File: src/rtl/serial_word_collector.sv
// Serial-to-parallel receive stage: gathers MSB-first bits into WIDTH-bit words
// and queues them in a first-word-fall-through FIFO with a valid/ready output.
module serial_word_collector #(
  parameter int WIDTH         = 32,
  parameter int DEPTH         = 4,
  parameter int REQUIRE_FRAME = 1
) (
  input  logic                     i_clk,
  input  logic                     i_reset,
  input  logic                     i_bit_valid,
  input  logic                     i_bit,
  input  logic                     i_frame,
  output logic [WIDTH-1:0]         o_word,
  output logic                     o_valid,
  input  logic                     i_ready,
  output logic [$clog2(DEPTH):0]   o_count,
  output logic                     o_overflow,
  input  logic                     i_clear_ovf,
  output logic                     o_frame_err
);

  localparam int AW = $clog2(DEPTH);
  localparam int CW = $clog2(WIDTH) + 1;
  localparam logic [AW:0]   DEPTH_CNT = (AW+1)'(DEPTH);
  localparam logic [CW-1:0] LAST_BIT  = CW'(WIDTH - 1);

  typedef enum logic {HUNT, COLLECT} state_t;

  state_t            state, state_n;
  logic [WIDTH-1:0]  acc, acc_n, shifted;
  logic [CW-1:0]     bit_cnt, bit_cnt_n;
  logic              push, frame_err_n;

  logic [WIDTH-1:0]  mem [DEPTH];
  logic [AW-1:0]     wr_ptr, rd_ptr;
  logic [AW:0]       count;
  logic              full, empty, pop, do_push, ovf_set;

  assign shifted = {acc[WIDTH-2:0], i_bit};

  always_ff @(posedge i_clk or posedge i_reset) begin
    if (i_reset) begin
      state       <= (REQUIRE_FRAME != 0) ? HUNT : COLLECT;
      acc         <= '0;
      bit_cnt     <= '0;
      o_frame_err <= 1'b0;
    end else begin
      state       <= state_n;
      acc         <= acc_n;
      bit_cnt     <= bit_cnt_n;
      o_frame_err <= frame_err_n;
    end
  end

  // A framed bit always restarts the word; it only counts as an error when it
  // throws away bits already gathered.
  always_comb begin
    state_n     = state;
    acc_n       = acc;
    bit_cnt_n   = bit_cnt;
    push        = 1'b0;
    frame_err_n = 1'b0;
    case (state)
      HUNT: begin
        if (i_bit_valid && i_frame) begin
          acc_n     = WIDTH'(i_bit);
          bit_cnt_n = CW'(1);
          state_n   = COLLECT;
        end
      end
      COLLECT: begin
        if (i_bit_valid) begin
          if (i_frame && bit_cnt != '0) begin
            frame_err_n = 1'b1;
            acc_n       = WIDTH'(i_bit);
            bit_cnt_n   = CW'(1);
          end else if (bit_cnt == LAST_BIT) begin
            acc_n     = shifted;
            push      = 1'b1;
            bit_cnt_n = '0;
          end else begin
            acc_n     = shifted;
            bit_cnt_n = bit_cnt + CW'(1);
          end
        end
      end
    endcase
  end

  assign empty   = (count == '0);
  assign full    = (count == DEPTH_CNT);
  assign pop     = i_ready && !empty;
  // A pop in the same cycle frees the slot, so a full FIFO can still accept.
  assign do_push = push && (!full || pop);
  assign ovf_set = push && full && !pop;

  always_ff @(posedge i_clk or posedge i_reset) begin
    if (i_reset) begin
      for (int i = 0; i < DEPTH; i++) mem[i] <= '0;
      wr_ptr     <= '0;
      rd_ptr     <= '0;
      count      <= '0;
      o_overflow <= 1'b0;
    end else begin
      if (do_push) begin
        mem[wr_ptr] <= shifted;
        wr_ptr      <= wr_ptr + AW'(1);
      end
      if (pop) rd_ptr <= rd_ptr + AW'(1);
      case ({do_push, pop})
        2'b10:   count <= count + (AW+1)'(1);
        2'b01:   count <= count - (AW+1)'(1);
        default: count <= count;
      endcase
      if (ovf_set)          o_overflow <= 1'b1;
      else if (i_clear_ovf) o_overflow <= 1'b0;
    end
  end

  assign o_valid = !empty;
  assign o_word  = empty ? '0 : mem[rd_ptr];
  assign o_count = count;

endmodule

File: config.mk
export PLATFORM = sky130hd
export DESIGN_NAME = serial_word_collector
export DESIGN_NICKNAME = d
export VERILOG_FILES = /design/src/rtl/serial_word_collector.sv
export SDC_FILE = /design/constraint.sdc
export NUM_CORES = 1
export LEC_CHECK = 0
export ABC_AREA = 0
export BUFFER_PORTS_ARGS = -buffer_cell sky130_fd_sc_hd__buf_2
export CAP_MARGIN = 20
export CORE_MARGIN = 4
export CORE_UTILIZATION = 55
export CTS_BUF_LIST = sky130_fd_sc_hd__clkbuf_16
export CTS_CLUSTER_SIZE = 16
export DETAILED_ROUTE_END_ITERATION = 10
export PLACE_DENSITY = 0.8
export SYNTH_ARGS = -nofsm -noshare
export SYNTH_HDL_FRONTEND = slang
export SYNTH_SLANG_ARGS = --single-unit
File: constraint.sdc
create_clock -name i_clk -period 8.2 [get_ports i_clk]
set_clock_uncertainty 0.15 [all_clocks]
set_input_delay 1.64 -clock i_clk [delete_from_list [all_inputs] [get_ports i_clk]]
set_output_delay 1.64 -clock i_clk [all_outputs]
set_load 0.01 [all_outputs]
==> reports/metrics.cfg <==
[setup_path]
critical_path_class = flop to primary output
r2r_end = mem[53]
start_kind = flop
crit_fanout = 18
r2r_cells = 6
worstPathArrival_ps = 2540
rrSetupSlack_ps = 4920
rr_startpoint = bit_cnt[5]
cp-end-kind = primary output
required_ps = 6410

[floorplan]
start_util_pct = 56.2
coreArea_um2 = 14600
die_w_um = 130
rows = 44
ios = 45
dieHeight_um = 130
die_area_um2 = 16900

[yosys]
syn-cell-area_um2 = 8200
syn_nets = 519
yosys_warnings = 0
synth_edf_count = 0
synth_adder_area_share_pct = 1.31
syn-instance-count = 504
synthXorXnorAreaFrac_pct = 0.641
synth_top_family_by_area = multiplexers
ys_seq_area_share_pct = 53.4
synth.area.mux_share_pct = 32.1
synth-compound-area-share_pct = 4.59
synth_top_area_share_pct = 53.4
postSynth.asyncResetShare_pct = 100
synth.distinct_cells = 36
synthSimpleGateAreaFrac_pct = 4.90
syn_area_per_cell_um2 = 16.3
synth.area.top_cells = dfrtp_1, mux2_4, mux4_2
synth_top_cell_by_area = dfrtp_1
synth_flop_cell = dfrtp_1
ys_ff_latch = 175

[drt]
routed_wl_um = 15400
vias = 4357
drc_errors = 0
ant_nets = 0
via_per_inst = 5.86
drt_iter0_drc = 249
drt_pre_antenna_iters = 4
wl_per_cell_um = 20.7

[clock_network]
clock_path_buffers = 2
post_cts_buffers = 0
cts.sinks = 175
cts_hold_buf = 0
clk_latency_ps = 420
clkTransAtPathRegs_ps = 60
cts_tree = done
htreeDepth = 4
cts_buffers = 17
clock-root-buffer = clkbuf_16
cts_resized = 0

[sta]
hold_viol = 0
max_freq_ghz = 0.231
setup_tns_ps = 0
whs_ps = 358
setup_viol = 0
rsz0062_at_grt = no
relSlewSlack_pct = 38.9
tightest_slew_ps = 916
period_needed_ps = 4330
final.period_utilization_pct = 52.8
drv_slew = 0

[run_status]
status = finished clean

[cells_and_area]
final_cell_mix = dfrtp_1, mux2_4, buf_2, and2_1, mux4_2
final_core_util_pct = 62.7
n_fill_cell = 1020
final_common_cell = dfrtp_1
area_growth_pct = 11.6
diodes = 0
fin_area_um2 = 9150
final_net_count = 562
drive_above_1_share_pct = 46.3

[power]
p_per_area_nw_per_um2 = 227
p_seq_share_pct = 47.8
p_int_w = 0.00150
finalPower_w = 0.00208
peakVddDrop_uv = 153
power_frac_clock_pct = 39.2
swShare_pct = 27.9
p_comb_share_pct = 13.0
p_leak_nw = 4.78
netSwitchingPower_w = 0.000580

[worst_hold_path]
min_path_type = flop to flop
holdPathStages = 1
hold_start = mem[28]
whs_endpoint = mem[28]

[placed_design]
gp_congestion = 0.807
io_buffers = 44
dp_hpwl_um = 9040
placed_area_um2 = 8510

[global_routing]
grt_usage_pct = 19.8
grt_pass1_wl_um = 25800
grt_pass1_vias = 4704
grt_start_max_net_pins = 113
overflow = 0
grt_antenna_before_repair = 0

[flow_run]
drv_cap = 0

## layout make-up
class                   instances  area, um^2  share of cell area, %
flip-flops and latches        175        4380                   47.9
multi-input cells             288        3580                   39.1
clock buffers                  17         425                   4.65
repair buffers                 54         323                   3.53
well taps                     184         230                   2.52
clock inverters                15         170                   1.86
inverters                      11        46.3                  0.506
## worst max-delay path by stage
stage	to	slack, ps	cells after the start	from
global route	o_word[14]	3670	4	rd_ptr[0]
finish	o_word[30]	3870	4	rd_ptr[0]
CTS	o_word[30]	3790	4	rd_ptr[0]
floorplan	acc[0]	1660	1	i_reset
global placement	mem[51]	4050	7	i_bit_valid
detailed placement	mem[43]	3890	7	i_bit_valid
## critical path, cell delays in order, from the launching register on
cell	delay [ps]
dfrtp_2	730
buf_4	470
mux4_2	580
and2_1	180
buf_2	140
## registers in the layout, indices dropped and copies added (netlist names)
register and cells:
state 1, o_frame_err 1, rd_ptr 2, bit_cnt 6
acc 31, o_count 3, o_overflow 1, mem 128
wr_ptr 2
## metrics by stage
step	std cells	setup WS (ps)
CTS	742	3790
floorplan	504	1660
global route	744	3670
detailed placement	710	3890
finish	744	3870
global placement	710	4050
## synthesized netlist by cell type, types with 3 or more instances
library cell,count
a22o_1,30
a31oi_1,3
and2_1,33
buf_2,5
buf_6,12
clkbuf_1,13
dfrtp_1,175
ha_1,7
inv_1,11
mux2_2,9
mux2_4,120
mux4_2,32
nand2_1,9
nand3_1,5
nand3_2,4
nor2_1,3
nor3_1,3
o21ai_0,3
xnor2_1,3
xor2_1,3
## layer usage
layer	vias to the layer above	routed length, um	part of all wire, %	global-route usage (%)
met5	-	0	0	0
met4	0	207	1.3	5.38
met3	21	500	3.2	5.08
met2	70	7520	49	31.3
met1	2338	7200	47	27.7
li1	1928	-	-	-
## power by group through the flow
stage	Sequential (W)	Clock, W	Combinational, W
floorplan	0.000943	0	0.000251
global placement	0.00101	0	0.000262
detailed placement	0.00101	0	0.000269
CTS	0.000996	0.000826	0.000272
global route	0.00101	0.000868	0.000301
finish	0.000994	0.000814	0.000270
## cells by family (layout without fill, tap and decap cells)
family | Yosys count | after routing
muxes | 162 | 162
buffers and inverters | 41 | 97
xor gates and xnor gates | 6 | 6
DFF | 175 | 175
adders and majority gates | 8 | 8
AOI/OAI and AO/OA | 46 | 46
and+or+nand+nor | 66 | 66
Note: power is estimated with default switching activity, not from simulation.
